`config.mk`:
```
export PLATFORM = sky130hd
export DESIGN_NAME = score_scan_controller
export DESIGN_NICKNAME = d
export VERILOG_FILES = /design/src/rtl/score_scan_controller.sv
export SDC_FILE = /design/constraint.sdc
export NUM_CORES = 1
export LEC_CHECK = 0
export BUFFER_PORTS_ARGS = -buffer_cell sky130_fd_sc_hd__buf_2
export CORE_MARGIN = 10
export CORE_UTILIZATION = 51
export CTS_CLUSTER_DIAMETER = 60
export CTS_CLUSTER_SIZE = 24
export DETAILED_ROUTE_END_ITERATION = 7
export PLACE_DENSITY_LB_ADDON = 0.12
export SYNTH_ARGS = -nofsm -noshare
export SYNTH_HDL_FRONTEND = slang
export SYNTH_SLANG_ARGS = --single-unit
```
`constraint.sdc`:
```
create_clock -name clk -period 2.7 [get_ports clk]
set_input_delay 0.135 -clock clk [delete_from_list [all_inputs] [get_ports clk]]
set_output_delay 0.135 -clock clk [all_outputs]
set_load 0.005 [all_outputs]
```
`src/rtl/score_scan_controller.sv`:
```
`default_nettype none
// ============================================================================
// Module   : score_scan_controller
// Purpose  : Walks the one-cycle score decoder across the 16 tiles of a 2048
//            board. It accumulates the decoded tile values into a board score
//            and tracks the highest legal tile code, the win flag and the
//            number of empty tiles.
// Options  : SCORE_EMPTY_CNT_EN - when defined, empty_cnt counts code-0 tiles.
//            When it is undefined, the counter is omitted and empty_cnt is
//            tied to zero.
// Revision : 1.0 - initial release
// ============================================================================
module score_scan_controller #(
  parameter int SCORE_W   = 20,
  parameter int WIN_LEVEL = 11
) (
  input  logic               clk,
  input  logic               rst,        // asynchronous, active-low
  input  logic               start,
  input  logic [63:0]        board,
  output logic               dec_en,
  output logic [3:0]         dec_state,
  input  logic [15:0]        dec_value,
  output logic               busy,
  output logic               done,
  output logic [SCORE_W-1:0] score,
  output logic [3:0]         max_tile,
  output logic               win,
  output logic [4:0]         empty_cnt
);

  localparam int         c_pad       = SCORE_W - 16;
  localparam logic [3:0] c_win_level = WIN_LEVEL[3:0];
  localparam logic [3:0] c_illegal   = 4'd15;

  typedef enum logic [1:0] {
    S_IDLE  = 2'd0,
    S_ISSUE = 2'd1,
    S_DRAIN = 2'd2,
    S_DONE  = 2'd3
  } state_t;

  state_t             r_state;
  logic [63:0]        r_board;
  logic [3:0]         r_idx;
  logic [SCORE_W-1:0] r_acc;
  logic [3:0]         r_max;
  logic               r_vld;
  logic               r_dec_en;
  logic               r_busy;
  logic               r_done;
  logic [SCORE_W-1:0] r_score;
  logic [3:0]         r_max_tile;
  logic               r_win;

  logic [3:0]         w_code;
  logic [SCORE_W-1:0] w_dec_ext;
  logic [SCORE_W-1:0] w_acc_next;

  // Select the tile under the scan index from the latched board copy.
  assign w_code     = r_board[{r_idx, 2'b00} +: 4];
  assign w_dec_ext  = {{c_pad{1'b0}}, dec_value};
  // The decoder result is used only in the cycle after an issue.
  assign w_acc_next = r_acc + (r_vld ? w_dec_ext : '0);

  assign dec_en    = r_dec_en;
  assign dec_state = (r_state == S_ISSUE) ? w_code : 4'd0;
  assign busy      = r_busy;
  assign done      = r_done;
  assign score     = r_score;
  assign max_tile  = r_max_tile;
  assign win       = r_win;

  // Scan sequencer: issue 16 tiles, drain the last decode, then publish the results.
  always_ff @(posedge clk or negedge rst) begin
    if (!rst) begin
      r_state    <= S_IDLE;
      r_board    <= 64'd0;
      r_idx      <= 4'd0;
      r_acc      <= '0;
      r_max      <= 4'd0;
      r_vld      <= 1'b0;
      r_dec_en   <= 1'b0;
      r_busy     <= 1'b0;
      r_done     <= 1'b0;
      r_score    <= '0;
      r_max_tile <= 4'd0;
      r_win      <= 1'b0;
    end else begin
      r_done <= 1'b0;
      r_vld  <= r_dec_en;
      r_acc  <= w_acc_next;
      case (r_state)
        S_IDLE: begin
          if (start) begin
            r_board  <= board;
            r_acc    <= '0;
            r_max    <= 4'd0;
            r_idx    <= 4'd0;
            r_dec_en <= 1'b1;
            r_busy   <= 1'b1;
            r_state  <= S_ISSUE;
          end
        end
        S_ISSUE: begin
          r_idx <= r_idx + 4'd1;
          // Code 15 is illegal, so it never counts toward the maximum.
          if ((w_code != c_illegal) && (w_code > r_max)) begin
            r_max <= w_code;
          end
          if (r_idx == 4'd15) begin
            r_dec_en <= 1'b0;
            r_state  <= S_DRAIN;
          end
        end
        S_DRAIN: begin
          // The final tile's value is added here, so publish the sum including it.
          r_score    <= w_acc_next;
          r_max_tile <= r_max;
          r_win      <= (r_max >= c_win_level);
          r_done     <= 1'b1;
          r_state    <= S_DONE;
        end
        S_DONE: begin
          r_busy  <= 1'b0;
          r_state <= S_IDLE;
        end
        default: r_state <= S_IDLE;
      endcase
    end
  end

`ifdef SCORE_EMPTY_CNT_EN
  logic [4:0] r_empty;
  logic [4:0] r_empty_cnt;

  // Count empty tiles during the scan and publish the count with the other results.
  always_ff @(posedge clk or negedge rst) begin
    if (!rst) begin
      r_empty     <= 5'd0;
      r_empty_cnt <= 5'd0;
    end else begin
      if ((r_state == S_IDLE) && start) begin
        r_empty <= 5'd0;
      end else if ((r_state == S_ISSUE) && (w_code == 4'd0)) begin
        r_empty <= r_empty + 5'd1;
      end
      if (r_state == S_DRAIN) begin
        r_empty_cnt <= r_empty;
      end
    end
  end

  assign empty_cnt = r_empty_cnt;
`else
  assign empty_cnt = 5'd0;
`endif

endmodule
`default_nettype wire

```
# Word-level counts from Yosys, hierarchy flattened
# Index checks and enable logic that the tools add are counted.
# classes
n_reduce_logical	10
order_cmp	2
eq_ne	8
mux	16
shift	1
add_sub_neg	2
# op_table
op	count
indexed part select 64 x 7 -> 4 bit	1
2-to-1 mux 20 bit	2
adder 20 x 16 -> 20 bit	1
2-to-1 mux 16 bit	1
one-hot mux 4 bit (2 select lines)	2
2-to-1 mux 4 bit	3
one-hot mux 2 bit (4 select lines)	1
AND reduction 2 bit	4
AND reduction 3 bit	2
adder 4 x 1 -> 4 bit (second input constant)	1
equality test 2 bit (second input constant)	2
equality test 4 bit (second input constant)	1
greater-or-equal comparator 4 bit (second input constant)	1
greater-than comparator 4 bit	1
2-to-1 mux 2 bit	2
inequality test 2 x 1 -> 1 bit (second input constant)	2
inequality test 4 bit (second input constant)	1
one-hot mux 1 bit (2 select lines)	2
nonzero test 2 bit	2
2-to-1 mux 1 bit	3
equality test 2 x 1 -> 1 bit (second input constant)	1
logical NOT 2 bit	1
inequality test 2 bit (second input constant)	1
logical AND 1 bit	1
# totals
word_cells	51
regBits	123
output_inout_bits	37
in_bits	83

# Depth between registers and ports, before layout
# Gate-level depths: netlist (run 1).
# logic_depth
word_depth	5
ltp_mapped	15
ltp_nobuf	12

# Least setup slack after synthesis (run 1)
# Ideal clock, no wire load.
# synth_path
kind	register to register
startpoint	register r_idx[0]
endpoint	register r_max[3]
synth_period_minus_slack_ns	2.982
t_required_ns	2.558
path_buffers	2
setup_ns	0.142
t_arrival_ns	2.840
slack_ns	-0.282
path_stages_with_launch	14
path_cell_list	dfrtp_1 buf_6 mux4_1 a22oi_1 nand2_2 ha_1 nor2b_1 o21a_1 o21a_1 o21a_1 and2_4 buf_6 a31oi_1 o221ai_1
# synth_via
elab_chain_cells	5
elab_cells_between_ends	8
cone_classes	order compare (1); eq/ne (2); shift (1); mux (2); reduce/logical (2)
# synth_rtl
item	line	text
start, declared	45	logic [3:0] r_idx;
start signal, assigned	106	r_idx <= r_idx + 4'd1;
indexed part select 64 x 7 -> 4 bit *	61	assign w_code = r_board[{r_idx, 2'b00} +: 4];
greater-than comparator 4 bit / inequality test 4 bit (equally long branches)	108	if ((w_code != c_illegal) && (w_code > r_max)) begin
logical AND 1 bit	108	
inequality test 2 x 1 -> 1 bit (no line)	--	
AND reduction 3 bit (no line)	--	
end signal, assigned	109	r_max <= w_code;
end, declared	47	logic [3:0] r_max;
# Every way passes the cells marked *; elsewhere a longest branch is shown, timed or not. The select of a mux whose other input is x is not followed.
# A chain may end at the register's enable or synchronous reset.

# Final worst setup path (run 1)
# layout_path
startpoint	register r_idx[0]
endpoint	register r_max[2]
# Same word-level chain as after synthesis.

==> out/metrics.csv, run 1 <==
stage,metric,value,unit
floorplanning,overall die height,132,um
placed_design,instance area after placement,0.00733,mm2
global_route,number of antenna violations at the first check in global routing,1,
floorplanning,Core Footprint,0.0122,mm2
floorplanning,number of cell rows,40,
run_status,violated checks,setup timing,
placed_design,global placer's final weighted congestion,0.833,
routing,drt total wl,18.3,mm
routing,routed wirelength normalized by instance count,17.0,um
logic_synthesis,post-synthesis instance area,0.00641,mm2
routing,number of iterations in the first detailed-routing pass,6,
hold_path,Worst Hold Class,in -> reg,
routing,violation count after the first detailed-routing iteration,416,
worst_setup_path,maximum net fanout on the critical path,5,
final_layout,proportion of layout cells with a drive suffix above 1,27.5,%
placed_design,IO buf count,114,
global_route,largest net degree at the start of global routing,67,
logic_synthesis,YS warnings,0,
sta,slew at the pin closest to its max-slew limit,0.819,ns
final_layout,area growth from synthesis to layout,37.4,%
logic_synthesis,share of flip-flops with an asynchronous set or reset after synthesis,100,%
floorplanning,area of the die,0.0175,mm2
routing,average via count per standard cell,5.31,
sta,count of endpoints failing setup in the final report,5,
floorplanning,die span in x,132,um
routing,remaining number of nets flagged by the antenna check after routing,0,
logic_synthesis,"Seq/Total Area, Yosys",48.0,%
final_layout,highest-count cells in the layout ignoring fill and taps,"228 x sky130_fd_sc_hd__nand2_1, 123 x sky130_fd_sc_hd__dfrtp_1, 113 x sky130_fd_sc_hd__buf_2",
worst_setup_path,Crit Reg-Reg Startpoint,r_idx[0],
sta,Post-Route Setup TNS,-0.894,ns
logic_synthesis,post-synthesis average cell area,9.27,um2
final_layout,final net count,1005,
final_layout,final cell utilization of the core,72.4,%
global_route,vias in the first global route,5978,
routing,Residual DRC,0,
pwr,leakage component of the power,4.38,nW
final_layout,Final Cell Area,0.00881,mm2
sta,Max Transition Viols Final,0,
cts,H-tree depth,4,
cts,clk sinks,123,
routing,total via count in the routed design,5716,
global_route,global-route wire length before repair,29.7,mm
hold_path,launch point of the worst hold path,start,
sta,share of the clock period used by the worst path,108,%
cts,root buffer cell,sky130_fd_sc_hd__clkbuf_16,
sta,final critical delay including setup and external delays,2.92,ns
sta,RSZ-0062 raised after global routing,true,
sta,Hold Fails Final Rpt,0,
cts,clock latency on the worst-skew pair,0.42,ns
logic_synthesis,cell type with the highest aggregate area in the netlist,sky130_fd_sc_hd__dfrtp_1,
worst_setup_path,category of the critical setup timing path,reg -> reg,
cts,clock tree from TritonCTS,yes,
cts,"Clk pin slew, worst setup/hold paths",0.05,ns
logic_synthesis,number of distinct library cell variants in the gate-level netlist after synthesis,56,
sta,Post-Route Skew,0.00860,ns
cts,CTS Buffer Depth,2,
run_status,run status,finished with violations,
cts,number of buffers added by the clock tree synthesis step,17,
pwr,pwr dens,1150,mW/mm2
floorplanning,Initial Util,52.7,%
worst_setup_path,startpoint of the worst setup timing path,r_idx[0],
placed_design,DPL Wire Length,12.1,mm
sta,Setup WS post-layout,-0.223,ns
sta,Max-Slew Margin vs Limit,45.4,%
logic_synthesis,top-area cell type share of the netlist area,48.0,%
sta,highest clock frequency the design can meet,342,MHz
floorplanning,number of ports placed on the die boundary,120,
global_route,overall global routing resource usage,20.9,%
logic_synthesis,number of synthesized flops with an enable pin,0,
global_route,final global-route overflow total,0,
worst_setup_path,arrival time of data at the critical path endpoint,3.20,ns
pwr,maximum resistive drop on vdd,0.514,mV
logic_synthesis,post-synthesis instance total,691,
worst_setup_path,type of origin of the critical path,register,
final_layout,most common library cell in the layout ignoring fill and taps,sky130_fd_sc_hd__nand2_1,
worst_setup_path,Worst Setup End Kind,register,
logic_synthesis,Most used DFF post-synth,sky130_fd_sc_hd__dfrtp_1,
worst_setup_path,CP Data Required Time,2.98,ns
logic_synthesis,leading cell types by total area after synthesis,"sky130_fd_sc_hd__dfrtp_1 48%, sky130_fd_sc_hd__nand2_1 13%, sky130_fd_sc_hd__ha_1 4.9%",
job,maxcap violations,0,
logic_synthesis,Synth Register Bits,123,
-- through the flow --
stage	setup WS (ns)	cells	power, W	hold slack [ns]
after CTS	-0.183	1069	0.00989	0.0892
final	-0.223	1076	0.0101	0.116
after floorplan	-0.156	695	0.00608	-0.161
after global routing	-0.342	1076	0.0109	0.135
after detailed placement	-0.186	969	0.00746	0.233
after global placement	-0.0925	969	0.00730	0.224
-- metal layers --
layer	share of wire [%]	wire (um)	vias up	track usage, %
li1	-	-	2717	-
met1	41	7500	2742	24.1
met5	0	0	-	0
met3	5.8	1060	54	6.10
met2	50	9080	203	35.1
met4	3.7	682	0	9.33
-- Yosys cell counts, types with 5 or more instances --
| cell type | number |
|---|---|
| sky130_fd_sc_hd__nand3_1 | 10 |
| sky130_fd_sc_hd__inv_1 | 18 |
| sky130_fd_sc_hd__a21o_1 | 6 |
| sky130_fd_sc_hd__ha_1 | 25 |
| sky130_fd_sc_hd__nand4_1 | 7 |
| sky130_fd_sc_hd__buf_4 | 5 |
| sky130_fd_sc_hd__o21a_1 | 10 |
| sky130_fd_sc_hd__a21oi_1 | 20 |
| sky130_fd_sc_hd__xnor2_1 | 5 |
| sky130_fd_sc_hd__mux4_1 | 9 |
| sky130_fd_sc_hd__o21ai_0 | 29 |
| sky130_fd_sc_hd__clkbuf_1 | 29 |
| sky130_fd_sc_hd__mux4_2 | 7 |
| sky130_fd_sc_hd__nand2_1 | 229 |
| sky130_fd_sc_hd__nor2b_1 | 5 |
| sky130_fd_sc_hd__xor2_1 | 7 |
| sky130_fd_sc_hd__dfrtp_1 | 123 |
| sky130_fd_sc_hd__and2_1 | 22 |
| sky130_fd_sc_hd__a22oi_1 | 9 |
| sky130_fd_sc_hd__nor3_1 | 14 |
| sky130_fd_sc_hd__nor2_1 | 41 |
| sky130_fd_sc_hd__o31ai_1 | 5 |
-- final cells by class --
cell class,instances,area (um2)
multi-input cells,515,3250
inverters,18,67.6
repair buffers,221,1640
diodes,1,2.50
clock buffers,21,460
fillers,895,3350
clock inverters,9,97.6
flip-flops and latches,123,3080
well taps,168,210
-- worst max-delay path: stages (launching register included) --
cell	delay, ns
sky130_fd_sc_hd__dfrtp_1	0.37
sky130_fd_sc_hd__buf_6	0.12
sky130_fd_sc_hd__buf_12	0.11
sky130_fd_sc_hd__buf_4	0.12
sky130_fd_sc_hd__mux4_2	0.52
sky130_fd_sc_hd__a22oi_2	0.21
sky130_fd_sc_hd__nand2_2	0.11
sky130_fd_sc_hd__ha_4	0.28
sky130_fd_sc_hd__o21a_1	0.11
sky130_fd_sc_hd__o21a_1	0.12
sky130_fd_sc_hd__o21a_1	0.19
sky130_fd_sc_hd__buf_4	0.14
sky130_fd_sc_hd__nand2_1	0.06
sky130_fd_sc_hd__a21oi_2	0.18
sky130_fd_sc_hd__o221ai_1	0.15
-- sequential cells by signal (all words and copies together), names as in the netlist --
signal and cells:
max_tile 4, win 1, r_state 2, r_board 64
done 1, r_max 4, dec_en 1, r_idx 4
busy 1, r_acc 20, score 20, r_vld 1
-- timing repair --
action / in CTS / in global routing
hold buffers: 65 / 0
endpoints found under the hold margin: 115 / 0
pin swaps: 10 / 14
setup endpoints to repair: 9 / 24
gates resized for setup: 10 / 40
buffers inserted: 4 / 6
gates cloned: 1 / 1
-- worst paths after layout --
kind                                     to  slack, ns  cells after the start
worst max-delay path               r_max[2]      -0.22                     14
worst min-delay path               r_max[3]       0.12                      3
worst max register to register     r_max[2]      -0.22                     14
worst min register to register  r_board[32]       0.47                      2
max in group asynchronous       r_board[14]       1.61                      3
min in group asynchronous         r_acc[12]       0.31                      2
-- logic make-up after synthesis --
kind of cell	synth area share, %
simple gates	23.2
compound gates	10.5
fa+ha+maj	5.19
mux	7.17
flops	48.0
xor+xnor	1.64
buf+inv	4.16
other cells	0.0585
-- report_power, final --
part | total (W) | switching, W | leakage, nW | internal [W]
Combinational | 0.00476 | 0.00255 | 2.54 | 0.00221
Clock | 0.00218 | 0.000797 | 0.278 | 0.00138
Sequential | 0.00320 | 0.000537 | 1.56 | 0.00266
No activity file was read; power rests on OpenSTA's default activity.
==> run 2: changes to the inputs <==
CELL_PAD_IN_SITES_DETAIL_PLACEMENT = 1   (was not set)
CELL_PAD_IN_SITES_GLOBAL_PLACEMENT = 1   (was not set)
CORE_MARGIN = 2   (was 10)
CORE_UTILIZATION = 42   (was 51)
clock period = 3.3 ns   (was 2.7 ns; I/O delays follow)
==> out/metrics.csv, run 2 (synthesis gave the netlist of run 1 again) <==
stage,metric,value,unit,change
worst_setup_path,CP Data Required Time,3.57,ns,+0.59 ns
pwr,Pwr Total,0.00782,W,-23%
cts,"Clk pin slew, worst setup/hold paths",0.05,ns,about the same
routing,drt total wl,19.5,mm,+6.4%
sta,Max Transition Viols Final,0,,unchanged
sta,slew at the pin closest to its max-slew limit,0.982,ns,+0.164 ns
routing,total via count in the routed design,5675,,-0.72%
final_layout,antenna diode count,0,,-1
floorplanning,Initial Util,42.6,%,-10 points
final_layout,highest-count cells in the layout ignoring fill and taps,"228 x sky130_fd_sc_hd__nand2_1, 122 x sky130_fd_sc_hd__dfrtp_1, 113 x sky130_fd_sc_hd__buf_2",,
cts,number of buffers added by the clock tree synthesis step,17,,unchanged
cts,clock tree from TritonCTS,yes,,
job,maxcap violations,0,,unchanged
sta,Worst Hold Margin,0.155,ns,+0.0387 ns
sta,Max-Slew Margin vs Limit,34.4,%,-11 points
cts,H-tree depth,4,,unchanged
routing,average via count per standard cell,5.32,,+0.21%
cts,clock latency on the worst-skew pair,0.42,ns,about the same
routing,routed wirelength normalized by instance count,18.3,um,+7.4%
worst_setup_path,cell-by-cell listing of the critical path,buf_4 -> mux4_1 -> a22oi_1 -> nand2_2 -> ha_1 -> nor2b_1 -> o21a_1 -> o21a_1 -> o21a_1 -> and2_4 -> a31oi_1 -> o221ai_1,,
sta,Setup WS post-layout,0.100,ns,+0.323 ns
worst_setup_path,type of origin of the critical path,register,,
final_layout,Largest register FFs,64,,unchanged
floorplanning,die span in x,128,um,-3.5%
run_status,run status,finished clean,,
cts,root buffer cell,sky130_fd_sc_hd__clkbuf_16,,
routing,number of iterations in the first detailed-routing pass,4,,-2
placed_design,Post-Place Worst Slack,0.0926,ns,+0.278 ns
sta,share of the clock period used by the worst path,97.0,%,-11 points
floorplanning,area of the die,0.0163,mm2,-6.8%
sta,Post-Route Setup TNS,0,ns,+0.894 ns
final_layout,count of fill cells added during filler insertion,1742,,+95%
worst_setup_path,slowest cell delay on critical path,0.61,ns,+0.09 ns
sta,count of endpoints failing setup in the final report,0,,-5
final_layout,area growth from synthesis to layout,30.5,%,
worst_setup_path,Most common cell on crit path,sky130_fd_sc_hd__o21a_1,,
sta,Post-Route Skew,0.00679,ns,-0.00181 ns
floorplanning,number of cell rows,45,,+13%
final_layout,final net count,975,,-3.0%
global_route,final global-route overflow total,0,,unchanged
worst_setup_path,Worst Setup End Kind,register,,
floorplanning,overall die height,128,um,-3.5%
pwr,maximum resistive drop on vdd,0.429,mV,-16%
worst_setup_path,maximum net fanout on the critical path,9,,+4
cts,CTS Buffer Depth,2,,unchanged
hold_path,Worst Hold Class,in -> reg,,
global_route,vias in the first global route,6078,,+1.7%
final_layout,most common library cell in the layout ignoring fill and taps,sky130_fd_sc_hd__nand2_1,,
sta,RSZ-0062 raised after global routing,false,,
global_route,number of antenna violations at the first check in global routing,0,,-1
pwr,leakage component of the power,4.21,nW,-3.8%
placed_design,IO buf count,114,,unchanged
sta,highest clock frequency the design can meet,313,MHz,-8.7%
pwr,pwr dens,935,mW/mm2,-19%
cts,number of post-CTS setup repair buffers,0,,-4
sta,final critical delay including setup and external delays,3.20,ns,+0.277 ns
global_route,overall global routing resource usage,25.2,%,+4.3 points
routing,violation count after the first detailed-routing iteration,226,,-46%
sta,Hold Fails Final Rpt,0,,unchanged
routing,remaining number of nets flagged by the antenna check after routing,0,,unchanged
placed_design,DPL Wire Length,12.7,mm,+4.7%
routing,Residual DRC,0,,unchanged
global_route,largest net degree at the start of global routing,66,,-1.5%
floorplanning,Core Footprint,0.0150,mm2,+24%
floorplanning,number of ports placed on the die boundary,120,,unchanged
worst_setup_path,category of the critical setup timing path,reg -> reg,,
final_layout,register with the highest flop count,r_board,,
cts,clk sinks,123,,unchanged
placed_design,global placer's final weighted congestion,0.858,,+2.9%
final_layout,proportion of layout cells with a drive suffix above 1,21.1,%,-6.4 points
worst_setup_path,CP max stage cell,sky130_fd_sc_hd__mux4_1,,
worst_setup_path,arrival time of data at the critical path endpoint,3.47,ns,+0.27 ns
global_route,global-route wire length before repair,31.6,mm,+6.2%
[run 2: changes by cell type in the layout (fill, tap and decap cells not counted), sizes merged]
cell      delta
buf         -29
diode        -1
clkinvlp     +2
clkbuf       -3
clkinv       +1
[run 2: final timing paths]
path / from / endpoint / slack, ns / depth (start not counted)
worst min-delay path: start / r_max[0] / 0.15 / 3
worst max-delay path: r_idx[0] / r_max[2] / 0.10 / 12
max in group asynchronous: rst / r_board[42] / 2.06 / 3
worst min register to register: dec_en / r_vld / 0.47 / 0
worst max register to register: r_idx[0] / r_max[2] / 0.10 / 12
min in group asynchronous: rst / score[12] / 0.41 / 2
[run 2: timing repair]
item / in CTS / in global routing
endpoints found under the setup margin: 0 / 3
hold buffers: 65 / 0
hold endpoints to repair: 128 / 0
resized for setup: 0 / 5
[run 2: area by class of cell]
cell class                      instances  area, um2  share of cell area (%)
Timing Repair Buffer                  191       1330                    15.9
Clock buffer                           19        443                    5.30
Sequential cell                       123       3080                    36.8
Inverter                               18       67.6                   0.808
Clock inverter                         12        125                    1.50
Multi-Input combinational cell        515       3090                    36.9
Tap cell                              188        235                    2.81
[run 2: per-stage QoR]
stage               cells  util, %  area (um2)
floorplan             695        -        6420
global placement      970     47.5        7140
detailed placement    970     47.5        7140
CTS                  1066     55.6        8360
global route         1066     55.6        8360
finish               1066     55.6        8360
[run 2: critical path, delay by kind of cell (launching register included)]
kind            cells  cell delay, ns
flops               1            0.35
compound gates      6            1.10
simple gates        3            0.50
fa+ha+maj           1            0.31
mux                 1            0.61
buf+inv             1            0.19
[run 2: report_power, final]
part	internal, W	switching (W)	leakage, nW
Sequential	0.00218	0.000449	1.55
Clock	0.00112	0.000686	0.274
Combinational	0.00143	0.00196	2.38
Total	0.00473	0.00309	4.21
[run 2: per-layer routing]
layer / GRT usage, % / part of all wire (%)
met1: 30.6 / 43
met2: 44.5 / 52
met3: 4.69 / 3.4
met4: 9.63 / 1.9
met5: 0 / 0
